$ cat src/rtl/trng_health_pkg.sv
// trng_health_pkg: shared constants, test state type and width helper for the TRNG health monitor
package trng_health_pkg;
  localparam int RCT_CUTOFF_DEF     = 21;
  localparam int APT_WINDOW_LOG_DEF = 9;
  localparam int APT_CUTOFF_DEF     = 410;
  localparam int RCT_CNT_MAX        = 255;
  typedef enum logic {IDLE, RUN} test_state_e;
  function automatic int clog2(input int v);
    int r;
    r = 0;
    for (int i = v - 1; i > 0; i = i >> 1) r++;
    return r;
  endfunction
endpackage

$ cat src/rtl/req_sync_edge.sv
// req_sync_edge: synchronizes an async strobe and emits a one-cycle pulse on a qualified rising edge
// Ports: clk, rst (async, active-high), d_async (foreign-domain strobe), pulse (one cycle, clk domain)
module req_sync_edge (
  input  logic clk,
  input  logic rst,
  input  logic d_async,
  output logic pulse
);
  logic [1:0] sync_q, sync_d, hist_q, hist_d;
  always_comb begin
    sync_d = {sync_q[0], d_async};
    hist_d = {hist_q[0], sync_q[1]};
  end
  always_ff @(posedge clk or posedge rst) begin
    if (rst) begin
      sync_q <= '0;
      hist_q <= '0;
    end else begin
      sync_q <= sync_d;
      hist_q <= hist_d;
    end
  end
  // Three consecutive high samples after a low one: strobes shorter than three
  // cycles never fire, and a legal strobe fires exactly three cycles after it rises.
  assign pulse = sync_q[0] & sync_q[1] & hist_q[0] & ~hist_q[1];
endmodule

$ cat src/rtl/trng_health_monitor.sv
// trng_health_monitor: captures sampler LSBs, runs repetition-count and adaptive-proportion tests, raises sticky alarms
// Ports: clk, rst (async, active-high); CSCnt/CSReq observed sampler handshake; matched enables the tests;
//        clearAlarm clears sticky flags; randBits/randValid validated random data; rctFail/aptFail/alarm failures
module trng_health_monitor
  import trng_health_pkg::*;
#(
  parameter int CSCntWidth   = 16,
  parameter int NBLSB        = 1,
  parameter int RCTCutoff    = RCT_CUTOFF_DEF,
  parameter int APTWindowLog = APT_WINDOW_LOG_DEF,
  parameter int APTCutoff    = APT_CUTOFF_DEF
) (
  input  logic                  clk,
  input  logic                  rst,
  input  logic [CSCntWidth-1:0] CSCnt,
  input  logic                  CSReq,
  input  logic                  matched,
  input  logic                  clearAlarm,
  output logic [NBLSB-1:0]      randBits,
  output logic                  randValid,
  output logic                  rctFail,
  output logic                  aptFail,
  output logic                  alarm
);
  localparam int AW = APTWindowLog + 1;
  localparam int RW = clog2(RCT_CNT_MAX + 1);
  logic capture, accept, bit0, rct_same, rct_hit, apt_new, apt_inc, apt_hit;
  test_state_e rct_state_q, rct_state_d, apt_state_q, apt_state_d;
  logic last_bit_q, last_bit_d, ref_bit_q, ref_bit_d;
  logic [RW-1:0] rct_cnt_q, rct_cnt_d;
  logic [AW-1:0] apt_idx_q, apt_idx_d, apt_match_q, apt_match_d;
  logic [NBLSB-1:0] rand_bits_q, rand_bits_d;
  logic rand_valid_q, rand_valid_d, rct_fail_q, rct_fail_d, apt_fail_q, apt_fail_d, alarm_q, alarm_d;
  logic unused_cnt;
  req_sync_edge u_sync (.clk(clk), .rst(rst), .d_async(CSReq), .pulse(capture));
  // CSCnt is stable while CSReq is high, so it is read directly in the capture cycle.
  assign accept     = capture & matched;
  assign bit0       = CSCnt[0];
  assign unused_cnt = ^CSCnt[CSCntWidth-1:NBLSB];
  always_comb begin
    rct_same    = rct_state_q == RUN && bit0 == last_bit_q;
    rct_state_d = !matched ? IDLE : accept ? RUN : rct_state_q;
    last_bit_d  = accept ? bit0 : last_bit_q;
    rct_cnt_d   = !matched ? '0 : !accept ? rct_cnt_q : !rct_same ? RW'(1) :
                  rct_cnt_q == RW'(RCT_CNT_MAX) ? rct_cnt_q : rct_cnt_q + 1'b1;
    rct_hit     = accept && rct_cnt_d == RW'(RCTCutoff);
  end
  always_comb begin
    apt_new     = apt_state_q == IDLE || apt_idx_q == AW'(1 << APTWindowLog);
    apt_inc     = apt_new || bit0 == ref_bit_q;
    apt_state_d = !matched ? IDLE : accept ? RUN : apt_state_q;
    ref_bit_d   = accept && apt_new ? bit0 : ref_bit_q;
    apt_idx_d   = !matched ? '0 : !accept ? apt_idx_q : apt_new ? AW'(1) : apt_idx_q + 1'b1;
    apt_match_d = !matched ? '0 : !accept ? apt_match_q : apt_new ? AW'(1) : apt_match_q + AW'(apt_inc);
    apt_hit     = accept && apt_inc && apt_match_d == AW'(APTCutoff);
  end
  // A new failure outranks a simultaneous clear; the failing sample itself is withheld.
  always_comb begin
    rct_fail_d   = rct_hit || (rct_fail_q && !clearAlarm);
    apt_fail_d   = apt_hit || (apt_fail_q && !clearAlarm);
    alarm_d      = rct_fail_q | apt_fail_q;
    rand_valid_d = accept && !alarm_q && !rct_fail_q && !apt_fail_q && !rct_hit && !apt_hit;
    rand_bits_d  = accept ? CSCnt[NBLSB-1:0] : rand_bits_q;
  end
  always_ff @(posedge clk or posedge rst) begin
    if (rst) begin
      rct_state_q  <= IDLE;
      apt_state_q  <= IDLE;
      last_bit_q   <= 1'b0;
      ref_bit_q    <= 1'b0;
      rct_cnt_q    <= '0;
      apt_idx_q    <= '0;
      apt_match_q  <= '0;
      rand_bits_q  <= '0;
      rand_valid_q <= 1'b0;
      rct_fail_q   <= 1'b0;
      apt_fail_q   <= 1'b0;
      alarm_q      <= 1'b0;
    end else begin
      rct_state_q  <= rct_state_d;
      apt_state_q  <= apt_state_d;
      last_bit_q   <= last_bit_d;
      ref_bit_q    <= ref_bit_d;
      rct_cnt_q    <= rct_cnt_d;
      apt_idx_q    <= apt_idx_d;
      apt_match_q  <= apt_match_d;
      rand_bits_q  <= rand_bits_d;
      rand_valid_q <= rand_valid_d;
      rct_fail_q   <= rct_fail_d;
      apt_fail_q   <= apt_fail_d;
      alarm_q      <= alarm_d;
    end
  end
  assign randBits  = rand_bits_q;
  assign randValid = rand_valid_q;
  assign rctFail   = rct_fail_q;
  assign aptFail   = apt_fail_q;
  assign alarm     = alarm_q;
endmodule

$ cat config.mk
export PLATFORM = sky130hd
export DESIGN_NAME = trng_health_monitor
export DESIGN_NICKNAME = d
export VERILOG_FILES = /design/src/rtl/trng_health_pkg.sv /design/src/rtl/req_sync_edge.sv /design/src/rtl/trng_health_monitor.sv
export SDC_FILE = /design/constraint.sdc
export NUM_CORES = 1
export LEC_CHECK = 0
export CORE_ASPECT_RATIO = 0.8
export CORE_MARGIN = 1.5
export CORE_UTILIZATION = 50
export CTS_CLUSTER_SIZE = 20
export DETAILED_ROUTE_END_ITERATION = 6
export HOLD_SLACK_MARGIN = 0.1
export PLACE_DENSITY_LB_ADDON = 0.08
export SYNTH_ARGS = -nofsm -noshare
export SYNTH_HDL_FRONTEND = slang
export SYNTH_SLANG_ARGS = --single-unit
$ cat constraint.sdc
create_clock -name clk -period 3.7 [get_ports clk]
set_input_delay 0.37 -clock clk [delete_from_list [all_inputs] [get_ports clk]]
set_output_delay 0.37 -clock clk [all_outputs]
set_load 0.02 [all_outputs]
==> run summary, run 1 <==
The run finished with clean final reports. Dividing total power by cell area gives a power density of between 300 and 400 nW/µm². Synthesis handed over a netlist of 232 instances.

Global routing finished with a remaining overflow of 0. The residual antenna-violating net count after detailed routing came out at 0. For this run, the leading register cell type out of synthesis is dfrtp_1. The synthesized design contains 0 enable-type register cells.

The number of storage elements in the synthesis netlist is 39. Port buffering added 10 buffers. Summing every instance area after synthesis gives between 2000 and 2500 µm². The total power of the final layout is 772 µW. The worst setup path is captured at a flip-flop. The clock group share of total power is 34.3%. For this run, the share of the core covered by cells in the final layout is about 60%. The highest clock frequency the design can meet came out at roughly 310 MHz. The worst hold path belongs to the class reg2reg. STA classifies the critical path startpoint as a flip-flop.

The antenna diode instance count is 0. The worst-case IR drop observed on VDD is approximately 0.27 mV. Setup repair after global routing left no endpoint under its margin.

The CTS buffer count is 5. The maximum clock path buffer count came out at 2. Setup violations remaining at the end of the flow were counted as 0. The hold buffer count at CTS came out at 0. The cell count of the worst hold path came out at 0.

The insertion delay of the later-clocked pin in the worst-skew pair came out at 0.29 ns. The switching portion of total power is 24.0%. The maximum net fanout on the critical path is 8. The arrival time reported for the critical path endpoint came out at 3.37 ns. The area of the die came out at ~4600 µm².

Summing all flip-flop and latch instances after layout gives just under 1000 µm². Excluding fillers, the count of instances in the completed layout stands at slightly below 300. The die is 61.2 µm tall. The number of nets in the synthesized netlist came out at between 200 and 300.

The static leakage power is 1.05 nW. The sum of negative setup slack came out at 0 ns. The H-tree depth reported by CTS came out at 2. For this design the total switching power over the nets is ~190 µW. The number of placed instances, taps included, is 290. The routability-driven placement congestion ratio is ~0.89. OpenSTA, run right after detailed placement, puts the worst setup slack at ~0.52 ns.

The placed instances occupy a cell area of approximately 2300 µm². The post-cts sizing count is 0. The first global-routing pass estimated roughly 7.4 mm of wire. The die is between 70 and 80 µm wide. The detailed-route DRC error count came out at 0. The final critical-path required period is 3.19 ns. The post-CTS setup buffer count came out at 0. The via count of the first global-routing pass is around 1.6k. The number of core rows came out at 20. The worst reg-to-reg setup slack came out at just over 0.5 ns. The fraction of registers with async set/reset came out at between 90% and 100%. The placeable core region came out at 3930 µm². The cell chosen for the clock root is clkbuf_8. The number of pins exceeding their max-slew limit in the final report is 0.

The cell area after layout is roughly 2300 µm². Summing all multi-input logic gate instances after layout gives roughly 1000 µm². The detailed router placed between 1.5k and 2k vias in this run. The post-route fraction of the period consumed by the critical path is 86.3%. The total of warnings raised by yosys is 0. The TritonCTS sink count came out at 39. The final critical-path setup slack is a little over 0.5 ns.

The initial antenna violation count came out at 0. Once the floorplan was initialized, standard cells occupied roughly 54% of the core. The clock-pin slew of the registers on the worst-case setup and hold paths is ~0.070 ns.

Before antenna repair, the detailed router went through 4 iterations. The worst-margin pin slew is between 0.5 and 0.6 ns. Internal power comes to around 590 µW. The detailed router finished its first iteration with about 130 violations. After detailed routing, the average wire length per cell comes to about 15 µm.

The sequential fraction of the synthesis area came out at 46.0%. The post-route clock skew came out at approximately 0.0055 ns. The worst endpoint required time is 3.88 ns.

The maximum number of pins on one net before global-route repair came out at 40. In this run, flip-flops and latches consume 57.6% of the power. The beginning of the worst register-to-register path is apt_idx_q[7]. The worst hold slack after final layout is around 0.45 ns.

TritonCTS built the clock tree. The share of total power in combinational logic is roughly 8%. The fraction of layout cells with a size suffix above 1 is 6.64%. The area growth from synthesis to final layout came out at 10.5%. The final routed wirelength across all metal layers is between 4 and 5 mm. The average vias per placed instance came out at about 6. The worst hold path terminates at u_sync.sync_q[1]. The worst relative slew slack is between 60% and 70%. The count of fill cells added during filler insertion is between 300 and 400. The mean area per synthesized cell came out at 9.14 µm². The placed wire-length estimate after detailed placement came out at about 3.1 mm. The final number of hold-violating endpoints is 0. The global-route usage over all layers is a little over a fifth. The unique cell type count in the Yosys netlist came out at 46. For the worst flop-to-flop path, the logic depth is 11. For this run, the post-layout net count is around 270. The number of ports placed on the die boundary came out at 26. The type of the setup path with the least slack is reg2reg. In this run the critical register-to-register path is captured at randValid.

The hold path startpoint is u_sync.sync_q[0]. The tool flagged a number of max-cap violations equal to 0.
==> how the worst max path moves through the flow <==
stage / from / endpoint / slack, ns
global route: apt_idx_q[7] / randValid / 0.20
floorplan: apt_idx_q[7] / randValid / 0.83
CTS: apt_idx_q[7] / randValid / 0.49
finish: apt_idx_q[7] / randValid / 0.51
detailed placement: CSCnt[0] / randValid / 0.52
global placement: CSCnt[0] / randValid / 0.52
==> synthesized netlist by cell type, types with 2 or more instances <==
cell type	number	area (µm²)
dfrtp_1	39	976
nor2_1	29	109
nand2_1	21	78.8
o21ai_0	21	105
inv_1	14	52.6
nand3_1	10	50.1
and3_1	8	50.1
a21oi_1	7	35.0
clkbuf_1	7	26.3
xnor2_1	6	52.6
ha_1	5	62.6
nor3_1	5	25.0
xor2_1	5	43.8
a31oi_1	4	25.0
nand4_1	4	25.0
nor4_1	4	25.0
clkbuf_2	3	15.0
a211oi_1	2	15.0
a21o_1	2	15.0
and4_1	2	17.5
and4b_1	2	20.0
mux2_2	2	22.5
nand2b_1	2	12.5
o211ai_1	2	15.0
o21a_1	2	15.0
o221ai_1	2	17.5
o22ai_1	2	12.5
or4_1	2	15.0
==> layout by cell type, fill, tap and decap left out, types with 2 or more instances in the layout <==
master and count:
a211oi_1 2, a21o_1 2, a21oi_1 7, a31oi_1 4, and3_1 8, and4_1 2
and4b_1 2, buf_4 3, clkbuf_8 5, clkdlybuf4s50_1 10, dfrtp_1 39, ha_1 5
inv_1 14, mux2_2 2, nand2_1 21, nand2b_1 2, nand3_1 10, nand4_1 4
nor2_1 29, nor3_1 5, nor4_1 4, o211ai_1 2, o21a_1 2, o21ai_0 21
o221ai_1 2, o22ai_1 2, or4_1 2, xnor2_1 6, xor2_1 5
==> worst max-delay path, stage by stage (launching register included) <==
cell      delay, ns
dfrtp_1        0.42
nor4_1         0.35
a41oi_2        0.28
nand2_1        0.15
ha_1           0.19
ha_1           0.22
nand3_1        0.17
nor4_1         0.26
xor2_1         0.18
nand2b_1       0.09
or4_1          0.56
and4b_1        0.20
==> kinds of logic after synthesis <==
kind of cell	share of synthesized area (%)
fa+ha+maj	2.95
simple gates	23.3
xor+xnor	5.31
buf+inv	4.43
mux	1.53
compound gates	16.5
flops	46.0
==> flip-flops by register name (all words and copies together) (netlist names) <==
name,cells
randValid,1
rctFail,1
apt_idx_q,10
apt_match_q,10
aptFail,1
last_bit_q,1
u_sync.hist_q,2
apt_state_q,1
u_sync.sync_q,2
rct_cnt_q,8
ref_bit_q,1
alarm,1
==> power by group through the flow <==
stage	Sequential [mW]	Clock, mW	Combinational [mW]
floorplan	0.454	0	0.0367
global placement	0.452	0	0.0619
detailed placement	0.453	0	0.0640
CTS	0.445	0.270	0.0641
global route	0.446	0.282	0.0706
finish	0.445	0.264	0.0630
==> layer usage <==
layer / part of all wire (%) / vias to the layer above / GRT usage [%]
li1: - / 850 / -
met1: 49 / 831 / 30.3
met2: 45 / 43 / 33.0
met3: 4.8 / 6 / 5.56
met4: 1.1 / 0 / 6.63
met5: 0 / - / 0
==> layout make-up <==
class / count / area share, %
multi-input combinational: 169 / 44.8
sequential: 39 / 41.7
timing repair buffer: 13 / 5.24
clock buffer: 6 / 3.10
tap: 55 / 2.94
inverter: 14 / 2.24
Note: power is estimated with default switching activity, not from simulation.
==> inputs of run 2 (changes only) <==
Settings changed: RECOVER_POWER set to 100, SLEW_MARGIN set to 40.
==> run summary, run 2 (synthesis results as in run 1) <==
The highest clock frequency the design can meet came out at ~300 MHz. Power comes to 767 µW. Setup violations remaining at the end of the flow were counted as 0. The per-cell routed wire length came out at about 15 µm. After the last flow step, the layout net total stands at 268. The global-route usage over all layers is 21.6%. The sum of negative setup slack is 0 ns.

The type of the setup path with the least slack is reg2reg. The area of the die is between 4000 and 5000 µm². The flow ran to the end, but the final reports show violations. Summed over all layers, the global routing overflow is 0. The final reports fail on capacitance limit, slew limit. In the final layout, the registers with the most flip-flops are apt_idx_q: 10 flops, apt_match_q: 10 flops, rct_cnt_q: 8 flops.

At the placement stage, the worst setup path has a slack of around 0.52 ns. The power density over the cells is around 330 nW/µm². CTS built an H-tree with a depth of 2. The final critical-path required period is roughly 3.3 ns. The via count of the first global-routing pass is 1567. The TritonCTS sink count came out at 39.

The maximum number of pins on one net before global-route repair is 40. The detailed router finished its first iteration with approximately 110 violations. The residual antenna-violating net count after detailed routing came out at 0. The static leakage power is between 1 and 1.5 nW.

The number of maximum-capacitance violations came out at 1. The number of pins exceeding their max-slew limit in the final report came to 40. VDD sags by at most ~0.26 mV. Counting the buffers created by CTS gives 5.

The TritonCTS clock tree is done. The average vias per placed instance came out at between 5 and 6. STA classifies the critical path endpoint as a flip-flop. The worst relative slew slack is -38.1%. The count of buffers inserted at the top-level ports came out at 10. Of the available clock period, the critical path in the final layout requires 89.8%. The clock-pin slew of the registers on the worst-case setup and hold paths is around 0.070 ns. Leaving out fill and tap cells, the most frequent cell in the layout is dfrtp_1.

At the pin with the least slew margin, the transition time is 2.07 ns. The number of ports placed on the die boundary came out at 26. For this run, the detailed router's first-pass iteration total came to 4.

The cell sitting at the root of the clock tree is a clkbuf_8. The worst min-delay path category is reg2reg. The maximum clock path buffer count came out at 2. The routability-driven placement congestion ratio is slightly below 0.9. The number of core rows came out at 20. Leaving out fill and tap cells, the most frequent cells in the layout are dfrtp_1 (39), nor2_1 (29), nand2_1 (21), o21ai_0 (21), inv_1 (14). The hold buffer count at CTS came out at 0. The global-route wire length before repair is 7.42 mm.

The fraction of layout cells with a size suffix above 1 is 4.56%. Setup repair after global routing left no endpoint under its margin. The maximum net fanout on the critical path came out at 8. The post-route clock skew is 0.00614 ns.

The worst hold slack after final layout is ~0.41 ns. The antenna diode instance count came out at 0. The die is between 70 and 80 µm wide. Measured on the finished design, the core utilization comes to 58.7%. The area growth from synthesis to final layout is 8.85%.

The overall via count from detail_route came out at approximately 1.7k. The floorplan die height is slightly above 60 µm. The initial antenna violation count was 0. STA classifies the critical path startpoint as a flip-flop. The final number of hold-violating endpoints is 0.

The final critical-path setup slack is around 0.38 ns. The final routed wirelength across all metal layers came out at approximately 4.5 mm. The post-CTS setup buffer count is 0.

The placeable core region is between 3000 and 4000 µm². The worst endpoint required time came out at 3.88 ns. The arrival time reported for the critical path endpoint came out at ~3.5 ns. After clock tree synthesis, the repair step resized 0 gates.

The starting utilization of the core area came out at 53.9%. The insertion delay of the later-clocked pin in the worst-skew pair is between 0.2 and 0.3 ns. The detailed-route DRC error count is 0. The placed wire-length estimate after detailed placement came out at 3.13 mm.
[run 2: worst paths after layout]
kind                       cells past startpoint               end              from  slack (ns)
max                                           10         randValid      apt_idx_q[7]        0.38
min                                            0  u_sync.hist_q[1]  u_sync.hist_q[0]        0.41
max reg2reg                                   10         randValid      apt_idx_q[7]        0.38
min reg2reg                                    0  u_sync.hist_q[1]  u_sync.hist_q[0]        0.41
max in group asynchronous                      3      rct_cnt_q[2]               rst        1.24
min in group asynchronous                      3      apt_idx_q[1]               rst        1.27
[run 2: metal layers]
metal  track usage, %  routed length, µm
met2             33.0               1990
met5                0                  0
met3             5.56                199
met1             30.3               2230
met4             6.63                 48
[run 2: power by group]
part | leakage [nW] | switching [mW] | internal [mW] | total [mW]
Sequential | 0.531 | 0.00835 | 0.435 | 0.444
Clock | 0.0371 | 0.138 | 0.126 | 0.263
Combinational | 0.475 | 0.0374 | 0.0229 | 0.0602
Total | 1.04 | 0.183 | 0.584 | 0.767
[run 2: critical path: stages, from the launching register on]
cell     delay, ns
dfrtp_1       0.42
nor4_1        0.28
a41oi_1       0.34
nand2_1       0.18
ha_1          0.19
nand3_1       0.21
or4_1         0.60
mux2i_1       0.17
a21oi_1       0.08
or4_1         0.54
and4b_1       0.20
[run 2: area by class of cell]
class / count / area, µm²
clock buffer: 6 / 72.6
fill: 377 / 1620
inverter: 14 / 52.6
multi-input combinational: 169 / 1020
sequential: 39 / 976
tap: 55 / 68.8
timing repair buffer: 13 / 119
[run 2: stage by stage]
stage          area, µm²  cells
2_1_floorplan       2120    232
3_3_place_gp        2270    290
3_5_place_dp        2270    290
4_1_cts             2340    296
5_1_grt             2310    296
6_report            2310    296
